File: config.mk
export PLATFORM = sky130hd
export DESIGN_NAME = leaf_stream_packetizer
export DESIGN_NICKNAME = d
export VERILOG_FILES = /design/src/rtl/leaf_stream_packetizer.sv
export SDC_FILE = /design/constraint.sdc
export NUM_CORES = 1
export LEC_CHECK = 0
export CAP_MARGIN = 15
export CORE_MARGIN = 2
export CORE_UTILIZATION = 44
export CTS_CLUSTER_DIAMETER = 120
export DETAILED_ROUTE_END_ITERATION = 6
export HOLD_SLACK_MARGIN = 0.08
export PLACE_DENSITY = 0.86
export SLEW_MARGIN = 10
export SYNTH_ARGS = -nofsm -noshare
export SYNTH_HDL_FRONTEND = slang
export SYNTH_SLANG_ARGS = --single-unit
File: constraint.sdc
create_clock -name clk -period 6.4 [get_ports clk]
set_input_delay 1.28 -clock clk [delete_from_list [all_inputs] [get_ports clk]]
set_output_delay 1.28 -clock clk [all_outputs]
set_load 0.005 [all_outputs]
File: src/rtl/leaf_stream_packetizer.sv
// leaf_stream_packetizer
// Packs a 32-bit valid/ack user stream into BFT packets addressed to a configured
// (leaf, port). Traffic is paced by credits returned by the destination leaf.
//
// Ports
//   clk            : single clock
//   reset          : asynchronous, active-high
//   cfg_en         : enable; destination fields are latched on the IDLE->RUN transition
//   cfg_dst_leaf   : destination leaf
//   cfg_dst_port   : destination port (1..15, 0 is the credit/control port)
//   din_user       : user data word
//   vld_user       : user word valid
//   ack_user       : word accepted this cycle (combinational)
//   din_bft        : packets from the BFT (credit returns)
//   dout_bft       : packets to the BFT, all-zero when nothing is launched
//   resend         : BFT back-pressure, blocks new launches
//   credit_cnt     : current credit
//   err_credit_ovf : sticky, a credit return would have exceeded buffer depth
module leaf_stream_packetizer #(
  parameter int unsigned PACKET_BITS           = 49,
  parameter int unsigned PAYLOAD_BITS          = 32,
  parameter int unsigned NUM_LEAF_BITS         = 5,
  parameter int unsigned NUM_PORT_BITS         = 4,
  parameter int unsigned NUM_ADDR_BITS         = 7,
  parameter int unsigned NUM_BRAM_ADDR_BITS    = 7,
  parameter int unsigned FREESPACE_UPDATE_SIZE = 64
) (
  input  logic                          clk,
  input  logic                          reset,
  input  logic                          cfg_en,
  input  logic [NUM_LEAF_BITS-1:0]      cfg_dst_leaf,
  input  logic [NUM_PORT_BITS-1:0]      cfg_dst_port,
  input  logic [PAYLOAD_BITS-1:0]       din_user,
  input  logic                          vld_user,
  output logic                          ack_user,
  input  logic [PACKET_BITS-1:0]        din_bft,
  output logic [PACKET_BITS-1:0]        dout_bft,
  input  logic                          resend,
  output logic [NUM_BRAM_ADDR_BITS:0]   credit_cnt,
  output logic                          err_credit_ovf
);

  localparam int unsigned CreditW = NUM_BRAM_ADDR_BITS + 1;
  localparam int unsigned SumW    = CreditW + 1;
  localparam logic [CreditW-1:0] CreditMax = CreditW'(1) << NUM_BRAM_ADDR_BITS;
  localparam logic [SumW-1:0]    UpdateAmt = SumW'(FREESPACE_UPDATE_SIZE);

  // Field offsets inside a packet
  localparam int unsigned PortLsb = PAYLOAD_BITS + NUM_ADDR_BITS;
  localparam int unsigned LeafLsb = PortLsb + NUM_PORT_BITS;

  typedef enum logic [1:0] {StIdle, StRun, StBlocked} state_e;

  state_e                     state_q, state_d;
  logic [NUM_LEAF_BITS-1:0]   leaf_q, leaf_d;
  logic [NUM_PORT_BITS-1:0]   port_q, port_d;
  logic [NUM_ADDR_BITS-1:0]   addr_q, addr_d;
  logic [CreditW-1:0]         credit_q, credit_d;
  logic                       err_q, err_d;
  logic [PACKET_BITS-1:0]     dout_q, dout_d;

  logic                       ack;
  logic                       credit_ret;
  logic [SumW-1:0]            credit_sum;

  // Credit packets arrive on port 0; the destination port that issued them is carried in
  // the low bits of the address field.
  assign credit_ret = din_bft[PACKET_BITS-1]
                    && (din_bft[PortLsb +: NUM_PORT_BITS] == '0)
                    && (din_bft[PAYLOAD_BITS +: NUM_PORT_BITS] == port_q);

  assign ack = vld_user && (state_q == StRun) && (credit_q != '0) && !resend;

  logic unused_din;
  assign unused_din = ^{din_bft[LeafLsb +: NUM_LEAF_BITS],
                        din_bft[PAYLOAD_BITS + NUM_PORT_BITS +: NUM_ADDR_BITS - NUM_PORT_BITS],
                        din_bft[PAYLOAD_BITS-1:0]};

  // Credit update: one extra bit so an over-return can be detected before clamping.
  always_comb begin
    credit_sum = {1'b0, credit_q};
    if (credit_ret) credit_sum = credit_sum + UpdateAmt;
    if (ack)        credit_sum = credit_sum - SumW'(1);
    credit_d = credit_sum[CreditW-1:0];
    err_d    = err_q;
    if (credit_sum > {1'b0, CreditMax}) begin
      credit_d = CreditMax;
      err_d    = 1'b1;
    end
  end

  always_comb begin
    state_d = state_q;
    leaf_d  = leaf_q;
    port_d  = port_q;
    addr_d  = addr_q;
    dout_d  = '0;

    unique case (state_q)
      StIdle: begin
        if (cfg_en) begin
          leaf_d  = cfg_dst_leaf;
          port_d  = cfg_dst_port;
          addr_d  = '0;
          state_d = StRun;
        end
      end
      StRun: begin
        if (!cfg_en)                state_d = StIdle;
        else if (credit_q == '0)    state_d = StBlocked;
      end
      StBlocked: begin
        if (!cfg_en)                state_d = StIdle;
        else if (credit_q != '0)    state_d = StRun;
      end
      default: state_d = StIdle;
    endcase

    // Accepts only happen in RUN, so this never collides with the IDLE address clear.
    if (ack) begin
      addr_d = addr_q + NUM_ADDR_BITS'(1);
      dout_d = {1'b1, leaf_q, port_q, addr_q, din_user};
    end
  end

  always_ff @(posedge clk or posedge reset) begin
    if (reset) begin
      state_q  <= StIdle;
      leaf_q   <= '0;
      port_q   <= '0;
      addr_q   <= '0;
      credit_q <= CreditMax;
      err_q    <= 1'b0;
      dout_q   <= '0;
    end else begin
      state_q  <= state_d;
      leaf_q   <= leaf_d;
      port_q   <= port_d;
      addr_q   <= addr_d;
      credit_q <= credit_d;
      err_q    <= err_d;
      dout_q   <= dout_d;
    end
  end

  assign ack_user       = ack;
  assign dout_bft       = dout_q;
  assign credit_cnt     = credit_q;
  assign err_credit_ovf = err_q;

endmodule

* Word level (Yosys, flattened, before mapping)
Index checks and enable logic that the tools add are counted.
W data, S select, Z words.
** Word-level totals
- Input port bits :: 95
- Output and inout port bits :: 59
- Latch bits :: 0
- RAM bits :: 0
- Memory bits (read-only) :: 0
- Memories kept :: 0
- Register bits :: 76
- Word-level logic and storage cells :: 45
** Operators by class
- $lt $le $gt $ge :: 1
- Reductions and logical operators :: 15
- Shifts and indexed selects :: 0
- Bitwise gates (word level) :: 0
- $add $sub $neg :: 3
- Divide/modulo/power cells :: 0
- Multiply operators :: 0
- Multiplexer cells :: 13
- Equality and inequality tests :: 6
** Operator list (number)
- $mux W49 :: 1
- $mux W7 :: 3
- $mux W9 :: 2
- $mux W2 :: 5
- $add A8 B7 Y9 const B :: 1
- $gt A9 B8 Y1 const B :: 1
- $sub A9 B1 Y9 const B :: 1
- $logic_not A8 Y1 :: 1
- $mux W8 :: 1
- $reduce_bool A8 Y1 :: 1
- $add A7 B1 Y7 const B :: 1
- $pmux W2 S3 :: 1
- $logic_and A1 B1 Y1 :: 5
- $eq A4 B4 Y1 :: 1
- $logic_not A4 Y1 :: 1
- $reduce_and A2 Y1 :: 2
- $reduce_bool A2 Y1 :: 2
- $ne A3 B2 Y1 const B :: 1
- $ne A3 B3 Y1 const B :: 1
- $reduce_and A3 Y1 :: 1
- $eq A2 B1 Y1 const B :: 1
- $eq A2 B2 Y1 const B :: 1
- $logic_not A2 Y1 :: 1
- $ne A2 B2 Y1 const B :: 1
- $logic_not A1 Y1 :: 1

* Depth between registers and ports, before layout
Gate-level depths: netlist of run 1.
- Depth in word-level cells :: 8
- Mapped depth :: 10
- Depth with buffers taken out :: 9

* Worst setup path after synthesis of run 1
Ideal clock, no wire load.
- Path kind :: input-to-output
- From :: input resend
- To :: output ack_user
- Cell stages on the path :: 4
- Required time :: 5.120 ns
- Arrival :: 2.174 ns
- Path slack :: 2.946 ns
- Path buffers :: 1
- Cell sequence :: and4bb_2 > o21ai_1 > inv_2 > clkbuf_1
** Between the ends
- Cells in the longest elaborated chain, start to end :: 2
** Ends and longest elaborated chain
- start: declaration :: line 38 : input logic resend,
- $logic_not A1 Y1 :: line 72 : assign ack = vld_user && (state_q == StRun) && (credit_q != '0) && !resend;
- $logic_and A1 B1 Y1 :: line 72
- end: declaration :: line 35 : output logic ack_user,
No other way between the ends.

* Final worst setup path of run 1
Ends and elaborated chain as after synthesis.

==> flow_metrics.env, run 1 <==
export IMPL_status="finished, final reports clean"
export IMPL_start_util_pct=46.0
export IMPL_synthFlopType="dfrtp_1"
export IMPL_design_area_um2=4600
export IMPL_fin_cells=504
export IMPL_fin_worst_skew_ns=0.00647
export IMPL_crit_top_cell="clkdlybuf4s50_1"
export IMPL_firstDrtPassIters=4
export IMPL_num_antenna_cells=0
export IMPL_insertion_delay_ns=0.33
export IMPL_min_period_over_period_pct=67.3
export IMPL_seq_area_um2=1900
export IMPL_path_cells="clkdlybuf4s50_1 > and4bb_2 > o21ai_1 > inv_2 > clkdlybuf4s50_1"
export IMPL_hold_ws_ns=0.473
export IMPL_synth_top_area_share_pct=59.4
export IMPL_clock_path_buffers=2
export IMPL_rows=30
export IMPL_hold_viol_final=0
export IMPL_vias=2502
export IMPL_clk_pin_slew_worst_paths_ns=0.07
export IMPL_cp_top_family="buffers and inverters"
export IMPL_cp_buffers_inverters=3
export IMPL_syn_inst=289
export IMPL_grt_pass1_wl_um=11500
export IMPL_async_flop_share_pct=100
export IMPL_crit_slowest_cell="clkdlybuf4s50_1"
export IMPL_hpwl_um=4980
export IMPL_slew_headroom_pct=37.2
export IMPL_wl_um=6930
export IMPL_finalMaxSlewViolations=0
export IMPL_fin_crit_ns=4.31
export IMPL_endpoint_kind="primary output"
export IMPL_grt_antenna_before_repair=0
export IMPL_nFillCells=532
export IMPL_cp_required_ns=5.12
export IMPL_ys_warn_count=0
export IMPL_ys_ff_latch=76
export IMPL_cts_max_level=3
export IMPL_ir_drop_mv=0.214
export IMPL_area_delta_synth_final_pct=45.6
export IMPL_die_area_um2=7870
export IMPL_cts_resized=0
export IMPL_io_pins=154
export IMPL_setup_viol=0
export IMPL_clock_sinks=76
export IMPL_dieHeight_um=88.7
export IMPL_drv_cap=0
export IMPL_nNetsFinal=503
export IMPL_dp_cells=489
export IMPL_place_area_um2=4380
export IMPL_core_um2=6870
export IMPL_synth_nets=388
export IMPL_drive_above_1_share_pct=8.58
export IMPL_cts_buffers=9
export IMPL_crit_fanout=10
export IMPL_grt_max_degree=77
export IMPL_yosysSeqAreaShare_pct=60.2
export IMPL_fmax_mhz=232
export IMPL_yosys_top_cells_count="75 x dfrtp_1, 49 x and2_1, 45 x nand2_1"
export IMPL_final_core_util_pct=67.0
export IMPL_path_class="input pin to primary output"
export IMPL_drt_iter0_drc=127
export IMPL_synth_edf_count=0
export IMPL_finalWeightedCongestion=0.873
export IMPL_drcViolationCount=0
export IMPL_finalWorstSetupSlack_ns=2.09
export IMPL_drt_antenna_violating_nets=0
export IMPL_cts_tree="built"
export IMPL_fin_total_pwr_mw=1.62
export IMPL_grt_pass1_vias=2486
export IMPL_syn_area_per_cell_um2=10.9
export IMPL_synth_most_common_cell="dfrtp_1"
export IMPL_port_buffers=113
export IMPL_rsz0062_at_grt="no"
export IMPL_hold_class="flop to flop"
export IMPL_drt_wirelength_per_cell_um=13.8
export IMPL_rrSetupSlack_ns=3.62
export IMPL_multiInputGateArea_um2=1180
export IMPL_setup_tns_ns=0
export IMPL_cts_root_buf="clkbuf_8"
export IMPL_synth_area_um2=3160
export IMPL_cts_setup_buffers=0
export IMPL_power_density_nw_per_um2=352
export IMPL_yosys_area_top_type="dfrtp_1"
export IMPL_pre_cts_ws_ns=2.11
export IMPL_track_usage_pct=18.9
export IMPL_via_per_inst=4.96
export IMPL_synthDistinctLibCells=46
export IMPL_cts_hold_buf=0
export IMPL_cp_start_kind="input pin"
export IMPL_arrival_ns=3.03
export IMPL_grt_overflow=0
export IMPL_synth_area_leaders="dfrtp_1 59%, and2_1 9.7%, nand2_1 5.3%"
export IMPL_worst_slew_pin_slew_ns=0.942
export IMPL_die_w_um=88.7
export IMPL_cpPeakStageDelay_ns=0.48
export IMPL_p_leak_nw=2.07
==> flip-flops by register name (all words and copies together), names as in the netlist <==
| name | flops |
|---|---|
| port_q | 4 |
| state_q | 2 |
| dout_bft | 49 |
| credit_cnt | 8 |
| addr_q | 7 |
| leaf_q | 5 |
| err_credit_ovf | 1 |
==> layer usage <==
layer	global-route usage (%)	share of wire, %
met4	5.37	0.82
met2	32.2	50
met3	5.88	8.4
met1	23.3	40
met5	0	0
==> worst min-delay path, cell delays in order (launching register included) <==
cell,delay [ns]
dfrtp_1,0.34
nand2_1,0.05
nand2_1,0.06
==> cell families after synthesis <==
| family | after synthesis | share of synthesized area (%) |
|---|---|---|
| AND/OR/NAND/NOR | 150 | 26.0 |
| flip-flops | 76 | 60.2 |
| AO/OA/AOI/OAI | 28 | 6.30 |
| buffers and inverters | 19 | 2.53 |
| XOR/XNOR | 11 | 3.05 |
| adder cells (fa/ha/maj) | 5 | 1.90 |
==> layout make-up <==
type | count | share of cell area [%]
flip-flops and latches | 76 | 41.4
clock buffers | 10 | 2.99
well taps | 96 | 2.61
inverters | 8 | 0.680
clock inverters | 5 | 1.85
repair buffers | 115 | 24.9
multi-input cells | 194 | 25.6
==> cells in the final DEF (no fill, tap or decap), drive strengths merged, types with 2 or more instances in the layout <==
| master | count |
|---|---|
| clkdlybuf4s50 | 113 |
| buf | 2 |
| o21ai | 14 |
| ha | 4 |
| nand3 | 10 |
| or3 | 3 |
| nor4 | 5 |
| nor2 | 12 |
| xnor2 | 10 |
| o31ai | 3 |
| clkinv | 2 |
| and2 | 49 |
| dfrtp | 75 |
| nor3 | 8 |
| clkbuf | 10 |
| inv | 8 |
| nand2 | 46 |
| or4 | 4 |
| bufinv | 2 |
| and3 | 6 |
| a21oi | 3 |
==> worst paths after layout <==
| path | from | end | cells after the start |
|---|---|---|---|
| worst min-delay path | leaf_q[4] | leaf_q[4] | 2 |
| worst max register to register | credit_cnt[0] | addr_q[6] | 10 |
| worst max-delay path | resend | ack_user | 5 |
| min in group asynchronous | reset | dout_bft[13] | 3 |
| max in group asynchronous | reset | dout_bft[33] | 3 |
| worst min register to register | leaf_q[4] | leaf_q[4] | 2 |
==> where the power goes <==
group	internal, mW	switching (mW)	leakage (nW)
combinational	0.275	0.293	0.935
clock	0.230	0.173	0.109
sequential	0.570	0.0765	1.03
total	1.08	0.542	2.07
(Power assumes the default switching activity.)
==> run 2: changes to the inputs <==
Settings changed: CORE_UTILIZATION 44 to 40, PLACE_DENSITY 0.86 to 0.79.
Clock period 6.4 ns to 4.37 ns, I/O delays scaled along.
==> run 2 against run 1 <==
Worst setup slack lost 1.2 ns. Count of clock-buffer cells in the layout up 1. Non-clock buffer count stayed put. Routed wire length down 1.2%. Register-to-register slack worse by 2.0 ns. Design area down 0.82%. First-iteration DRC count is 17% lower. Combinational power rose by 44%. Critical path type is now flop to primary output.
==> flow_metrics.env, run 2 (synthesis results as in run 1) <==
export IMPL_status="finished, final reports clean"
export IMPL_crit_fanout=10
export IMPL_grt_pass1_wl_um=11200
export IMPL_cts_hold_buf=0
export IMPL_power_density_nw_per_um2=492
export IMPL_track_usage_pct=16.6
export IMPL_min_period_over_period_pct=79.8
export IMPL_path_class="flop to primary output"
export IMPL_reg2reg_depth=10
export IMPL_min_path_cells=2
export IMPL_clock_sinks=76
export IMPL_grt_antenna_before_repair=0
export IMPL_core_um2=7690
export IMPL_cp_start_kind="flop"
export IMPL_mostFrequentLayoutCells="113 x clkdlybuf4s50_1, 75 x dfrtp_1, 49 x and2_1, 45 x nand2_1, 11 x o21ai_0"
export IMPL_clk_pin_slew_worst_paths_ns=0.08
export IMPL_cts_max_level=3
export IMPL_cts_resized=0
export IMPL_setup_tns_ns=0
export IMPL_io_pins=154
export IMPL_ir_drop_mv=0.249
export IMPL_arrival_ns=2.62
export IMPL_layout_commonest_cell="clkdlybuf4s50_1"
export IMPL_firstDrtPassIters=4
export IMPL_fin_crit_ns=3.49
export IMPL_dieHeight_um=92.9
export IMPL_setup_viol=0
export IMPL_slew_headroom_pct=40.5
export IMPL_wl_um=6850
export IMPL_finalWeightedCongestion=0.921
export IMPL_grt_max_degree=56
export IMPL_hpwl_um=4790
export IMPL_drcViolationCount=0
export IMPL_drv_cap=0
export IMPL_finalMaxSlewViolations=0
export IMPL_largest_reg_flops=49
export IMPL_drive_above_1_share_pct=8.56
export IMPL_drt_antenna_violating_nets=0
export IMPL_die_area_um2=8620
export IMPL_die_w_um=92.9
export IMPL_cts_setup_buffers=0
export IMPL_cp_required_ns=3.50
export IMPL_cts_buffers=9
export IMPL_nNetsFinal=503
export IMPL_drt_iter0_drc=105
export IMPL_cts_tree="built"
export IMPL_drt_wirelength_per_cell_um=13.4
export IMPL_port_buffers=113
export IMPL_via_per_inst=4.69
export IMPL_grt_overflow=0
export IMPL_rsz0062_at_grt="no"
export IMPL_worst_slew_pin_slew_ns=0.892
export IMPL_hold_class="flop to flop"
export IMPL_num_antenna_cells=0
export IMPL_fin_worst_skew_ns=0.00923
export IMPL_hold_ws_ns=0.469
export IMPL_rows=32
export IMPL_clock_path_buffers=2
export IMPL_area_delta_synth_final_pct=44.4
export IMPL_fmax_mhz=287
export IMPL_cts_root_buf="clkbuf_8"
export IMPL_design_area_um2=4560
export IMPL_endpoint_kind="primary output"
export IMPL_start_util_pct=41.1
export IMPL_p_leak_nw=2.04
export IMPL_insertion_delay_ns=0.34
export IMPL_vias=2397
export IMPL_place_area_um2=4380
export IMPL_hold_viol_final=0
export IMPL_grt_pass1_vias=2341
==> run 2: layout make-up <==
type                       instances  area [µm²]
clock inverter                     5        36.3
clock buffer                      11         141
sequential                        76        1900
fill                             684        3130
multi-input combinational        194        1180
timing repair buffer             115        1150
inverter                           8        31.3
tap                              102         128
==> run 2: per-stage QoR <==
step / worst slack [ns] / util [%] / instances / total power, mW
finish: 0.881 / 59.3 / 511 / 2.24
global route: 0.709 / 59.3 / 511 / 2.42
CTS: 0.876 / 59.3 / 511 / 2.27
detailed placement: 0.948 / 57.0 / 495 / 1.78
global placement: 0.934 / 57.0 / 495 / 1.75
floorplan: 1.56 / - / 289 / 1.46
==> run 2: critical path, stage by stage, from the launching register on <==
cell,delay [ns]
dfrtp_1,0.47
inv_1,0.09
ha_1,0.32
nand3b_1,0.21
o21ai_1,0.61
inv_2,0.07
clkdlybuf4s50_1,0.49
==> run 2: worst paths after layout <==
kind                          startpoint            to  slack, ns
max in group asynchronous          reset  dout_bft[30]       2.52
max                        credit_cnt[0]      ack_user       0.88
max reg2reg                credit_cnt[0]     addr_q[6]       1.62
min                            leaf_q[2]     leaf_q[2]       0.47
min reg2reg                    leaf_q[2]     leaf_q[2]       0.47
min in group asynchronous          reset  dout_bft[11]       1.01
==> run 2: metal layers <==
metal | track usage [%] | share of wire [%]
met1 | 21.4 | 44
met2 | 26.0 | 47
met3 | 5.61 | 7.6
met4 | 6.13 | 1.8
met5 | 0 | 0
==> run 2: where the power goes <==
part / switching [mW] / total (mW) / internal, mW
logic: 0.416 / 0.819 / 0.403
clock network: 0.258 / 0.481 / 0.223
registers: 0.109 / 0.944 / 0.835
